**src/rtl/lives_manager.sv**
```systemverilog
// ---------------------------------------------------------------------------
// lives_manager
//
// Tracks the player's remaining lives for a paddle/ball game and sequences
// the serve / play / respawn-wait / game-over flow.
//
// Configuration macro:
//   LIVES_BONUS_EN  defined   -> Bonus_Life adds a life (saturating) in PLAY
//                                or WAIT. A Ball_Lost and Bonus_Life in the
//                                same PLAY cycle cancel: Lives is unchanged
//                                and the FSM goes to WAIT.
//                   undefined -> Bonus_Life is accepted but has no effect.
//
// Parameters:
//   START_LIVES     lives loaded at reset and on New_Game (1..MAX_LIVES)
//   MAX_LIVES       saturation ceiling for Lives
//   RESPAWN_CYCLES  cycles spent in WAIT before the next serve
//   CNT_W           respawn counter width (must hold RESPAWN_CYCLES-1)
//
// Ports:
//   Clk          in   system clock, rising edge
//   Reset        in   asynchronous, active-high reset
//   New_Game     in   1-cycle pulse: (re)start the game, highest priority
//   Ball_Lost    in   1-cycle pulse: ball fell past the paddle
//   Bonus_Life   in   1-cycle pulse: extra life earned
//   Lives        out  current life count, 0..MAX_LIVES
//   Ball_Active  out  high while the ball is in play
//   Respawn      out  1-cycle pulse: serve a new ball
//   Game_Over    out  high once all lives are used up
//
// All outputs are registered. Respawn is high during the single SERVE cycle,
// which falls RESPAWN_CYCLES+1 cycles after the cycle in which Ball_Lost
// was sampled.
// ---------------------------------------------------------------------------
module lives_manager #(
  parameter int START_LIVES    = 3,
  parameter int MAX_LIVES      = 9,
  parameter int RESPAWN_CYCLES = 50000000,
  parameter int CNT_W          = 26
) (
  input  logic       Clk,
  input  logic       Reset,
  input  logic       New_Game,
  input  logic       Ball_Lost,
  input  logic       Bonus_Life,
  output logic [7:0] Lives,
  output logic       Ball_Active,
  output logic       Respawn,
  output logic       Game_Over
);

  typedef enum logic [2:0] {
    S_IDLE,
    S_SERVE,
    S_PLAY,
    S_WAIT,
    S_GAME_OVER
  } state_t;

  localparam logic [7:0]       START_L   = 8'(START_LIVES);
  localparam logic [7:0]       MAX_L     = 8'(MAX_LIVES);
  localparam logic [CNT_W-1:0] WAIT_LAST = CNT_W'(RESPAWN_CYCLES - 1);

`ifdef LIVES_BONUS_EN
  localparam bit BONUS_EN = 1'b1;
`else
  localparam bit BONUS_EN = 1'b0;
`endif

  state_t           state;
  logic [CNT_W-1:0] wait_cnt;
  logic             bonus;
  logic [7:0]       lives_inc;

  // With the feature compiled out the pulse is simply masked, so every
  // downstream path behaves as if Bonus_Life never arrives.
  assign bonus = BONUS_EN && Bonus_Life;

  // NOTE: a combinational block must assign every output on every path
  // (here there is only one), otherwise synthesis infers a latch.
  always_comb begin
    lives_inc = (Lives >= MAX_L) ? MAX_L : Lives + 8'd1;
  end

  // NOTE: sequential state uses non-blocking assignments only, so every
  // register samples values from before the edge regardless of statement
  // order inside the block.
  always_ff @(posedge Clk or posedge Reset) begin
    if (Reset) begin
      state       <= S_IDLE;
      Lives       <= START_L;
      wait_cnt    <= '0;
      Ball_Active <= 1'b0;
      Respawn     <= 1'b0;
      Game_Over   <= 1'b0;
    end else begin
      // Respawn is a pulse: only the paths entering SERVE raise it.
      Respawn <= 1'b0;

      if (New_Game) begin
        state       <= S_SERVE;
        Lives       <= START_L;
        wait_cnt    <= '0;
        Respawn     <= 1'b1;
        Ball_Active <= 1'b0;
        Game_Over   <= 1'b0;
      end else begin
        case (state)
          S_IDLE: begin
            // Waits for New_Game; outputs already hold their idle values.
          end

          S_SERVE: begin
            state       <= S_PLAY;
            Ball_Active <= 1'b1;
          end

          S_PLAY: begin
            if (Ball_Lost) begin
              Ball_Active <= 1'b0;
              if (bonus) begin
                // Loss and bonus cancel out; always go respawn.
                state    <= S_WAIT;
                wait_cnt <= '0;
              end else if (Lives > 8'd1) begin
                Lives    <= Lives - 8'd1;
                state    <= S_WAIT;
                wait_cnt <= '0;
              end else begin
                // Last life gone. Writing 0 rather than decrementing keeps
                // Lives from wrapping even if it were somehow already 0.
                Lives     <= 8'd0;
                state     <= S_GAME_OVER;
                Game_Over <= 1'b1;
              end
            end else if (bonus) begin
              Lives <= lives_inc;
            end
          end

          S_WAIT: begin
            // Ball_Lost is meaningless here: no ball is in play.
            if (bonus) begin
              Lives <= lives_inc;
            end
            if (wait_cnt == WAIT_LAST) begin
              state    <= S_SERVE;
              Respawn  <= 1'b1;
              wait_cnt <= '0;
            end else begin
              wait_cnt <= wait_cnt + 1'b1;
            end
          end

          S_GAME_OVER: begin
            // Terminal until New_Game; Ball_Lost and Bonus_Life ignored.
          end

          default: begin
            state       <= S_IDLE;
            Lives       <= START_L;
            wait_cnt    <= '0;
            Ball_Active <= 1'b0;
            Game_Over   <= 1'b0;
          end
        endcase
      end
    end
  end

endmodule

```
**config.mk**
```make
export PLATFORM = sky130hd
export DESIGN_NAME = lives_manager
export DESIGN_NICKNAME = d
export VERILOG_FILES = /design/src/rtl/lives_manager.sv
export SDC_FILE = /design/constraint.sdc
export NUM_CORES = 1
export LEC_CHECK = 0
export CAP_MARGIN = 15
export CELL_PAD_IN_SITES_DETAIL_PLACEMENT = 1
export CELL_PAD_IN_SITES_GLOBAL_PLACEMENT = 1
export CORE_MARGIN = 8
export CORE_UTILIZATION = 45
export DETAILED_ROUTE_END_ITERATION = 8
export GPL_TIMING_DRIVEN = 0
export PLACE_DENSITY_LB_ADDON = 0.12
export SLEW_MARGIN = 15
export SYNTH_ARGS = -nofsm -noshare
export SYNTH_HDL_FRONTEND = slang
export SYNTH_SLANG_ARGS = --single-unit
```
**constraint.sdc**
```tcl
create_clock -name Clk -period 2.3 [get_ports Clk]
set_clock_uncertainty 0.05 [all_clocks]
set_input_delay 0.23 -clock Clk [delete_from_list [all_inputs] [get_ports Clk]]
set_output_delay 0.23 -clock Clk [all_outputs]
set_load 0.005 [all_outputs]
```
# After elaboration in Yosys (flattened, before gate mapping)
# Index checks and enable logic that the tools add are counted.
dict set report word_totals {
  reg_bits 40
  in_bits 5
  out_inout_bits 11
  elab_cells 56
}
dict set report op_classes {
  n_addsub 2
  order_cmp 1
  n_eq_ne 13
  mux 24
  n_reduce_logical 10
}
# operator count
set op_table {}
lappend op_table {{26-bit 2-to-1 mux} 4}
lappend op_table {{26-bit case mux with 3 select lines} 1}
lappend op_table {{26-bit by 1-bit adder with 26-bit output (second input constant)} 1}
lappend op_table {{26-bit equality test (second input constant)} 1}
lappend op_table {{8-bit 2-to-1 mux} 3}
lappend op_table {{8-bit case mux with 2 select lines} 1}
lappend op_table {{3-bit 2-to-1 mux} 4}
lappend op_table {{3-bit != test (second input constant)} 4}
lappend op_table {{3-bit case mux with 4 select lines} 1}
lappend op_table {{3-bit AND reduction} 3}
lappend op_table {{8-bit by 1-bit > comparator with 1-bit output (second input constant)} 1}
lappend op_table {{1-bit 2-to-1 mux} 8}
lappend op_table {{2-bit by 1-bit != test with 1-bit output (second input constant)} 4}
lappend op_table {{8-bit by 1-bit subtractor with 8-bit output (second input constant)} 1}
lappend op_table {{3-bit by 2-bit equality test with 1-bit output (second input constant)} 2}
lappend op_table {{3-bit OR reduction} 2}
lappend op_table {{2-bit AND reduction} 2}
lappend op_table {{4-bit OR reduction} 1}
lappend op_table {{3-bit by 1-bit equality test with 1-bit output (second input constant)} 1}
lappend op_table {{3-bit equality test (second input constant)} 1}
lappend op_table {{3-bit zero test} 1}
lappend op_table {{1-bit case mux with 3 select lines} 1}
lappend op_table {{1-bit case mux with 2 select lines} 1}
lappend op_table {{2-bit OR reduction} 1}

# Longest topological paths before layout
# Gate-level depths: netlist (run 1).
dict set report logic_depth {
  depth_word 5
  ltp_mapped 7
  mapped_depth_nobuf 6
}

# Worst setup path after synthesis (run 1)
# Ideal clock, no wire load.
dict set report synth_timing {
  path_kind {register -> register}
  from {register Lives[0]}
  to {register wait_cnt[9]}
  setup_ns 0.119
  arrival_time_ns 1.688
  setup_slack_ns 0.444
  stages_incl_launch_ff 7
  path_buffers 0
  period_less_slack_ns 1.856
  cell_sequence {dfstp_2 inv_1 ha_1 o211a_1 a2bb2oi_2 o21ai_0 a21bo_1}
}
dict set report synth_between {
  elab_chain_cells 3
}
# item line_no
set synth_lines {}
lappend synth_lines {{start: declaration} 46} ;# output logic [7:0] Lives,
lappend synth_lines {{start signal: assignment} 126} ;# Lives <= Lives - 8'd1;
lappend synth_lines {{start signal: assignment} 137} ;# Lives <= lives_inc;
lappend synth_lines {{start signal: assignment} 144} ;# Lives <= lives_inc;
lappend synth_lines {{8-bit by 1-bit > comparator with 1-bit output} 125} ;# end else if (Lives > 8'd1) begin
lappend synth_lines {{3-bit != test (no line)} --}
lappend synth_lines {{3-bit AND reduction (no line)} --}
lappend synth_lines {{end signal: assignment} 151} ;# wait_cnt <= wait_cnt + 1'b1;
lappend synth_lines {{end: declaration} 71} ;# logic [CNT_W-1:0] wait_cnt;
# Every way passes these cells.
# A chain may end at the register's enable or synchronous reset.

# Worst setup path after layout (run 1)
dict set report layout_timing {
  from {register Lives[0]}
  to {register wait_cnt[24]}
}
# Same word-level chain as after synthesis.

==> results.tsv, run 1 <==
stage	metric	value	unit
layout	ratio of cells with drive above 1 in the final layout	13.8	%
placed_design	pre-CTS setup slack	62.0	ps
global_routing	Congestion Overflow GR	0	
floorplanning	die width	87.7	um
drt	total wire length	6040	um
layout	# diodes	0	
drt	detailed router's first-iteration violation count	63	
drt	vias per cell	5.81	
power	sequential share of power	49.4	%
power	Final Power	1.47	mW
critical_path	CP max-delay cell	dfstp_2	
yosys	async set-reset flop share out of synthesis	100	%
global_routing	largest net degree at the start of global routing	27	
critical_path	WP data arrival	2310	ps
power	PwrDens	543	nW/um^2
power	Psw	0.357	mW
clock_tree	CTS H-tree depth	2	
clock_tree	CTS root buffer	clkbuf_8	
yosys	top cell type by total area after synthesis	dfrtp_1	
yosys	Seq/Total Area, Yosys	43.4	%
yosys	syn_nets	253	
layout	design area	2710	sq um
drt	number of routed nets with antenna violations	0	
critical_path	Cell Chain, Critical Path	inv_1 -> ha_1 -> o211a_2 -> o2bb2ai_4 -> buf_4 -> a32oi_1 -> nand2_1	
critical_path	Worst EP required	2430	ps
global_routing	initial antenna violation count	0	
placed_design	Placed Area	2550	sq um
timing	fin worst setup slack	127	ps
clock_tree	clock slew at reported path FFs	80	ps
timing	TNS Setup	0	ps
floorplanning	Starting Density	45.9	%
floorplanning	core area	5040	sq um
placed_design	IO buf count	13	
yosys	top post-synthesis cells by area	dfrtp_1, xor2_1, nor2_1, nand2_1, nor4_4	
critical_path	R2R depth	7	
clock_tree	CTS tree	yes	
drt	DR WL/cell	17.8	um
critical_path	Crit. End Element	flip-flop	
timing	part of the cycle the worst path needs	94.5	%
critical_path	worst r2r dst	wait_cnt[24]	
global_routing	Total GRT Usage	16.9	%
yosys	top cell type's share of synthesized area	41.1	%
floorplanning	num ports	16	
timing	Worst Tran Pin Value	592	ps
status	outcome	finished, final reports clean	
drt	DR DRC count	0	
yosys	post-synth cell types	51	
drt	via total after detailed routing	1971	
yosys	post-synthesis instance area	2310	sq um
timing	Final Hold Violating Endpoints	0	
global_routing	vias in the first global route	2010	
run	Max-cap violations	0	
power	power share of the clock group	41.7	%
yosys	Yosys Warn Count	0	
critical_path	CP Launch Type	flip-flop	
yosys	Avg Cell Area, Syn	9.45	sq um
power	Leak	1.16	nW
timing	Period minus WS final	2170	ps
clock_tree	Sink Count	40	
clock_tree	clk buf depth	2	
clock_tree	Clock Latency Late Sink	300	ps
critical_path	Reg2Reg Setup Slack	130	ps
yosys	Post-synth EDFFs	0	
global_routing	first-pass GRT wire length	10200	um
power	VDD IR-drop max	0.322	mV
worst_hold_path	Tightest Hold Check Type	in2async	
placed_design	dpl hpwl	4300	um
timing	Slew headroom	60.5	%
yosys	Cells after Synth	245	
layout	area delta synth->final	17.2	%
timing	Max Fclk	460	MHz
power	Gate power share	9.0	%
clock_tree	Num CTS Buffers	5	
timing	Slew Limit Fails	0	
yosys	ys flop type	dfrtp_1	
timing	RSZ-0062 raised after global routing	yes	
power	P_int	1.12	mW
critical_path	Critical Path Fanout Max	10	
yosys	Seq cells post-synth	40	
critical_path	worst r2r src	Lives[0]	
layout	Nets	276	
power	switch share	24.2	%
timing	Final setup viols	0	
critical_path	CP startpoint	Lives[0]	
critical_path	crit path kind	reg2reg	
floorplanning	chip height	87.7	um
layout	Layout Utilization	53.8	%
floorplanning	Cell Rows	26	
floorplanning	full die area	7690	sq um
drt	drt first pass iters	4	
placed_design	Placer Congestion	0.815	
critical_path	crit-path max cell delay	590	ps
metal layers:
| layer | vias to the layer above | share of wire [%] | global-route usage [%] |
|---|---|---|---|
| met5 | - | 0 | 0 |
| met4 | 0 | 1.4 | 4.84 |
| met3 | 6 | 2.1 | 3.38 |
| met2 | 22 | 47 | 26.7 |
| met1 | 996 | 50 | 22.6 |
| li1 | 947 | - | - |
how the worst max path moves through the flow:
stage / endpoint / slack [ps]
global placement: wait_cnt[15] / 120
floorplan: wait_cnt[9] / 440
CTS: wait_cnt[9] / 90
detailed placement: Lives[5] / 60
finish: wait_cnt[24] / 130
global route: wait_cnt[24] / -10
cell usage in the layout, fill, tap and decap left out, types with 8 or more instances in the layout:
| cell | n |
|---|---|
| o21ai_0 | 9 |
| dfrtp_1 | 38 |
| xor2_1 | 10 |
| nand2_1 | 20 |
| nor3_1 | 12 |
| nor2_1 | 23 |
| clkdlybuf4s50_1 | 13 |
| a21oi_1 | 12 |
| o21ai_1 | 8 |
| nand3_1 | 11 |
cells in the mapped netlist (all sizes together), types with 5 or more instances:
library cell,instances
nor2,23
nor3,12
nand2,21
dfrtp,38
a21o,8
o21ai,18
a21oi,13
o211ai,5
nor4,5
inv,9
a31oi,7
nand4,7
xnor2,5
buf,5
xor2,10
and3,6
nand3,14
critical path, delay by kind of cell (launching register included):
kind                     cells  cell delay [ps]
AO/OA/AOI/OAI                3              780
flip-flops                   1              590
buffers and inverters        2              300
adder cells (fa/ha/maj)      1              260
AND/OR/NAND/NOR              1               80
power by group through the flow:
stage               logic, mW  clock network (mW)  registers, mW
finish                  0.132               0.614          0.728
global route            0.149               0.663          0.730
CTS                     0.129               0.633          0.727
detailed placement      0.128                   0          0.741
global placement        0.121                   0          0.740
floorplan              0.0826                   0          0.738
registers in the layout, indices dropped and copies added, names as in the netlist:
signal	cells
wait_cnt	26
Ball_Active	1
Game_Over	1
state	3
Respawn	1
Lives	8
timing repair:
| action | 4_1_cts | 5_1_grt |
|---|---|---|
| resized for setup | 0 | 4 |
| setup buffers | 0 | 2 |
| setup endpoints to repair | 0 | 10 |
| hold buffers | 0 | 0 |
per-stage QoR:
stage                     cells  hold WS [ps]
final                       339           153
after global routing        339           224
after CTS                   337           164
after detailed placement    329           445
after global placement      328           431
after floorplan             245           388
area by class of cell:
class	count	area (sq um)
Multi-Input combinational cell	188	1260
Sequential cell	40	1000
Fill cell	583	2330
Buffer	8	38.8
Inverter	9	33.8
Timing Repair Buffer	16	165
Clock buffer	6	82.6
Clock inverter	2	38.8
Tap cell	70	87.6
cells by family (layout without fill, tap and decap cells):
kind of cell	Yosys count	count (layout)	synth area share, %
AOI/OAI and AO/OA	70	70	20.7
buffers and inverters	17	41	3.14
and+or+nand+nor	100	100	25.5
adders and majority gates	3	3	1.62
xor gates and xnor gates	15	15	5.68
DFF	40	40	43.4
No activity file was read; power rests on OpenSTA's default activity.
==> run 2, diff against run 1 <==
- CORE_UTILIZATION: 45 -> 49
- SLEW_MARGIN: 15 -> 20
- TNS_END_PERCENT: unset -> 10
- clock period: 2.3 -> 2.7 ns (I/O delays scaled with it)
==> run 2 against run 1 <==
Hold slack better by 41 ps. Fmax down 4.7%. Largest power group unchanged. Routed wire length down 3.9%. Final area down 3.4%. Via count down 0.51%. Sequential power down 15%. Sequential share of layout area up 1.3 points. Core utilization up 2.8 points.
==> results.tsv, run 2 (synthesized netlist as in run 1, its figures left out) <==
stage	metric	value	unit	change
timing	Max Fclk	439	MHz	was 460 MHz
drt	total wire length	5800	um	was 6040 um
clock_tree	Clock Latency Late Sink	290	ps	was 300 ps
critical_path	Cell Chain, Critical Path	ha_1 -> nand3_2 -> nor4_4 -> a21o_1 -> buf_2 -> o22ai_1		was inv_1 -> ha_1 -> o211a_2 -> o2bb2ai_4 -> buf_4 -> a32oi_1 -> nand2_1
layout	most common cell after layout, fill and taps aside	dfrtp_1		unchanged
layout	# fillers	547		was 583
clock_tree	clk buf depth	2		unchanged
drt	DR DRC count	0		unchanged
clock_tree	CTS tree	yes		unchanged
critical_path	worst r2r src	wait_cnt[0]		was Lives[0]
layout	ratio of cells with drive above 1 in the final layout	11.6	%	was 13.8%
critical_path	Critical Path Fanout Max	10		unchanged
critical_path	worst path bufs/invs	1		was 2
timing	Final Hold Violating Endpoints	0		unchanged
layout	Largest Register	wait_cnt		unchanged
timing	Period minus WS final	2280	ps	was 2170 ps
critical_path	R2R depth	6		was 7
power	Leak	1.14	nW	was 1.16 nW
global_routing	Congestion Overflow GR	0		unchanged
timing	Slew headroom	63.0	%	was 60.5%
floorplanning	num ports	16		unchanged
timing	part of the cycle the worst path needs	84.5	%	was 94.5%
critical_path	CP Launch Type	flip-flop		unchanged
run	Max-cap violations	0		unchanged
worst_hold_path	Tightest Hold Check Type	in2async		unchanged
timing	RSZ-0062 raised after global routing	no		was yes
critical_path	Crit. End Element	flip-flop		unchanged
floorplanning	Starting Density	50.0	%	was 45.9%
layout	Multi-input gate area	1240	sq um	was 1260 sq um
drt	via total after detailed routing	1961		was 1,971
placed_design	IO buf count	13		unchanged
global_routing	vias in the first global route	1973		was 2,010
drt	vias per cell	6.11		was 5.81
drt	DR WL/cell	18.1	um	was 17.8 um
timing	TNS Setup	0	ps	unchanged
power	PwrDens	436	nW/um^2	was 543 nW/um^2
clock_tree	CTS H-tree depth	2		unchanged
placed_design	dpl hpwl	4240	um	was 4300 um
critical_path	crit path kind	reg2reg		unchanged
floorplanning	core area	4630	sq um	was 5040 sq um
critical_path	worst r2r dst	wait_cnt[20]		was wait_cnt[24]
clock_tree	Resized cells post-CTS	0		unchanged
clock_tree	CTS root buffer	clkbuf_8		unchanged
layout	max FFs per register	26		unchanged
critical_path	Top delay family on crit path	simple AND/OR/NAND/NOR gates		was compound AO/OA/AOI/OAI gates
floorplanning	chip height	84.7	um	was 87.7 um
layout	design area	2620	sq um	was 2710 sq um
layout	# diodes	0		unchanged
critical_path	CP max-delay cell	dfrtp_1		was dfstp_2
clock_tree	clock slew at reported path FFs	80	ps	about the same
layout	Nets	274		was 276
critical_path	Reg2Reg Setup Slack	420	ps	was 130 ps
global_routing	largest net degree at the start of global routing	28		was 27
global_routing	first-pass GRT wire length	9920	um	was 10,200 um
critical_path	crit-path max cell delay	450	ps	was 590 ps
status	outcome	finished, final reports clean		unchanged
drt	drt first pass iters	4		unchanged
floorplanning	die width	84.7	um	was 87.7 um
clock_tree	hold_buf cts	0		unchanged
floorplanning	full die area	7180	sq um	was 7690 sq um
timing	Final setup viols	0		unchanged
clock_tree	Sink Count	40		unchanged
global_routing	Total GRT Usage	17.1	%	was 16.9%
timing	Slew Limit Fails	0		unchanged
power	VDD IR-drop max	0.351	mV	was 0.322 mV
placed_design	Placed Area	2530	sq um	was 2550 sq um
layout	most frequent cells in the layout	dfrtp_1, nor2_1, nand2_1		unchanged
layout	FF+latch area	1000	sq um	unchanged
drt	number of routed nets with antenna violations	0		unchanged
floorplanning	Cell Rows	25		was 26
placed_design	Placer Congestion	0.801		was 0.815
clock_tree	Post-CTS Setup Inserts	0		unchanged
timing	Worst Tran Pin Value	551	ps	was 592 ps
layout	biggest registers after layout	wait_cnt x26, Lives x8, state x3		unchanged
critical_path	WP data arrival	2390	ps	was 2310 ps
layout	area delta synth->final	13.3	%	was 17.2%
global_routing	initial antenna violation count	0		unchanged
drt	detailed router's first-iteration violation count	93		was 63
critical_path	Worst EP required	2810	ps	was 2430 ps
clock_tree	Num CTS Buffers	5		unchanged
[run 2: worst max-delay path by stage]
stage,end,cells after the start,start,slack (ps)
finish,wait_cnt[20],6,wait_cnt[0],420
floorplan,wait_cnt[9],6,Lives[0],840
global route,wait_cnt[20],6,wait_cnt[0],290
global placement,wait_cnt[20],6,wait_cnt[0],470
CTS,wait_cnt[20],6,wait_cnt[0],440
detailed placement,wait_cnt[20],6,wait_cnt[0],450
[run 2: worst register-to-register path, stage by stage, from the launching register on]
cell     delay [ps]
dfrtp_1         450
ha_1            260
nand3_2         190
nor4_4          440
a21o_1          360
buf_2           310
o22ai_1         100
[run 2: layer usage]
layer / vias up / wire [um] / GRT usage [%]
li1: 942 / - / -
met1: 989 / 2890 / 24.0
met5: - / 0 / 0
met2: 25 / 2650 / 25.8
met4: 0 / 49 / 4.21
met3: 5 / 212 / 3.41
[run 2: area by class of cell]
| type | count | share of cell area (%) |
|---|---|---|
| clock buffer | 8 | 3.44 |
| tap | 54 | 2.58 |
| sequential | 40 | 38.3 |
| timing repair buffer | 14 | 5.73 |
| inverter | 9 | 1.29 |
| multi-input combinational | 188 | 47.2 |
| buffer | 8 | 1.48 |
[run 2: report_power, final]
part           total, mW  switching [mW]  internal [mW]
registers          0.619          0.0106          0.609
logic              0.108          0.0708         0.0373
clock network      0.415           0.207          0.209
[run 2: stage by stage]
step / util (%) / hold slack (ps) / setup WS, ps / cells / power [mW]
final: 56.6 / 194 / 420 / 321 / 1.14
after global routing: 56.6 / 229 / 288 / 321 / 1.18
after CTS: 56.6 / 207 / 435 / 321 / 1.15
after detailed placement: 54.7 / 426 / 448 / 313 / 0.740
after global placement: 54.3 / 419 / 474 / 312 / 0.734
after floorplan: - / 388 / 844 / 245 / 0.699
==> run 3, diff against run 2 <==
- CORE_UTILIZATION: 49 -> 41
- clock period: 2.7 -> 1.8 ns (I/O delays scaled with it)
==> run 3 against run 2 <==
The run now ends with setup timing left. Sequential power up 50%. Critical path depth up 1. Die area up 16%. Via count up 6.5%. Fmax up 22%. Combinational power up 110%. Critical endpoint is now wait_cnt[9]. Largest cell class unchanged.
==> results.tsv, run 3 (synthesized netlist as in run 1, its figures left out) <==
stage	metric	value	unit	change
status	outcome	finished, violations left		was finished, final reports clean
status	violated checks	setup timing		
drt	vias per cell	5.75		was 6.11
timing	Slew Limit Fails	0		unchanged
critical_path	CP max-delay cell	dfrtp_1		unchanged
clock_tree	Sink Count	40		unchanged
drt	via total after detailed routing	2088		was 1,961
global_routing	vias in the first global route	2180		was 1,973
layout	most frequent cells in the layout	dfrtp_1, buf_4, nor2_1		was dfrtp_1, nor2_1, nand2_1
drt	DR WL/cell	19.2	um	was 18.1 um
power	Final Power	1.90	mW	was 1.14 mW
drt	drt first pass iters	4		unchanged
drt	detailed router's first-iteration violation count	101		was 93
floorplanning	Starting Density	42.3	%	was 50.0%
timing	RSZ-0062 raised after global routing	yes		was no
clock_tree	clk buf depth	2		unchanged
placed_design	Placer Congestion	0.780		was 0.801
floorplanning	Cell Rows	27		was 25
layout	Largest Register	wait_cnt		unchanged
power	Leak	1.31	nW	was 1.14 nW
timing	Worst Tran Pin Value	705	ps	was 551 ps
global_routing	largest net degree at the start of global routing	30		was 28
timing	Final setup viols	20		was 0
placed_design	Placed Area	2550	sq um	was 2530 sq um
clock_tree	CTS root buffer	clkbuf_8		unchanged
clock_tree	Num CTS Buffers	5		unchanged
placed_design	Placed Cells	331		was 313
floorplanning	num ports	16		unchanged
power	PwrDens	628	nW/um^2	was 436 nW/um^2
clock_tree	Clock Latency Late Sink	300	ps	was 290 ps
clock_tree	hold_buf cts	0		unchanged
global_routing	Congestion Overflow GR	0		unchanged
drt	Max Used Layer	met4		unchanged
layout	ratio of cells with drive above 1 in the final layout	27.1	%	was 11.6%
worst_hold_path	Tightest Hold Check Type	in2async		unchanged
critical_path	Crit. End Element	flip-flop		unchanged
drt	routed wl met3	210	um	was 212 um
drt	WL met2	3390	um	was 2650 um
timing	fin worst setup slack	-62.4	ps	was 420 ps
floorplanning	full die area	8310	sq um	was 7180 sq um
critical_path	Worst EP required	1940	ps	was 2810 ps
clock_tree	CTS H-tree depth	2		unchanged
run	Max-cap violations	0		unchanged
placed_design	pre-CTS setup slack	-443	ps	was 448 ps
timing	Hold WS	83.2	ps	was 194 ps
critical_path	Cell Chain, Critical Path	ha_4 -> nand3_4 -> nor4_4 -> buf_4 -> a21o_4 -> o21ai_2 -> a21bo_1		was ha_1 -> nand3_2 -> nor4_4 -> a21o_1 -> buf_2 -> o22ai_1
layout	max FFs per register	26		unchanged
layout	Layout Utilization	55.1	%	was 56.6%
timing	Period minus WS final	1860	ps	was 2280 ps
timing	Max Fclk	537	MHz	was 439 MHz
clock_tree	clock slew at reported path FFs	80	ps	about the same
critical_path	worst path bufs/invs	1		unchanged
global_routing	first-pass GRT wire length	11500	um	was 9920 um
critical_path	crit path kind	reg2reg		unchanged
timing	TNS Setup	-870	ps	was 0 ps
layout	Nets	298		was 274
layout	design area	3020	sq um	was 2620 sq um
drt	number of routed nets with antenna violations	0		unchanged
critical_path	Critical Path Fanout Max	7		was 10
critical_path	crit-path max cell delay	430	ps	was 450 ps
drt	total wire length	6980	um	was 5800 um
timing	Final Hold Violating Endpoints	0		unchanged
layout	most common cell after layout, fill and taps aside	dfrtp_1		unchanged
placed_design	dpl hpwl	4290	um	was 4240 um
layout	Post-Layout Cell Count	363		was 321
timing	part of the cycle the worst path needs	103	%	was 84.5%
floorplanning	die width	91.1	um	was 84.7 um
drt	met1 WL	3280	um	was 2890 um
timing	Slew headroom	53.0	%	was 63.0%
drt	DR DRC count	0		unchanged
floorplanning	chip height	91.1	um	was 84.7 um
global_routing	Total GRT Usage	17.0	%	was 17.1%
layout	area delta synth->final	30.4	%	was 13.3%
clock_tree	CTS tree	yes		unchanged
floorplanning	core area	5470	sq um	was 4630 sq um
critical_path	WP data arrival	2000	ps	was 2390 ps
critical_path	Top delay family on crit path	simple AND/OR/NAND/NOR gates		unchanged
power	VDD IR-drop max	0.274	mV	was 0.351 mV
critical_path	CP Launch Type	flip-flop		unchanged
global_routing	initial antenna violation count	0		unchanged
layout	# diodes	0		unchanged
placed_design	IO buf count	13		unchanged
layout	biggest registers after layout	wait_cnt x26, Lives x8, state x3		unchanged
run 3: cell types whose count changed in the layout (fill, tap and decap cells not counted), sizes merged:
cell / change
o2bb2ai: +1
buf: +24
bufinv: +1
clkinv: +1
clkbuf: -3
run 3: cell type report:
class | count | area [sq um]
Timing Repair Buffer | 38 | 328
Inverter | 9 | 33.8
Buffer | 7 | 61.3
Clock inverter | 2 | 35.0
Multi-Input combinational cell | 189 | 1390
Fill cell | 642 | 2450
Clock buffer | 6 | 72.6
Sequential cell | 40 | 1010
Tap cell | 72 | 90.1
run 3: power by group:
group | internal, mW | switching, mW
registers | 0.913 | 0.0159
logic | 0.0917 | 0.136
clock network | 0.412 | 0.327
total | 1.42 | 0.479
run 3: what timing repair did:
item,in CTS,in global routing
gates resized for setup,24,22
endpoints found under the setup margin,33,37
gates cloned,2,1
setup buffers,17,5
endpoints found under the hold margin,0,0
pin swaps,8,12
run 3: layer usage:
metal	track usage, %	up-vias
met5	0	-
met1	22.3	1056
li1	-	997
met4	6.14	0
met2	27.0	26
met3	3.29	9
run 3: path summary, 6_finish.rpt:
check	start	end	slack, ps	cells past startpoint
worst max-delay path	wait_cnt[0]	wait_cnt[9]	-60	7
worst min-delay path	Reset	Lives[7]	80	2
worst max register to register	wait_cnt[0]	wait_cnt[9]	-60	7
worst min register to register	Lives[0]	Lives[0]	450	2
max in group asynchronous	Reset	Lives[0]	1090	3
min in group Clk	Lives[0]	Lives[0]	450	2
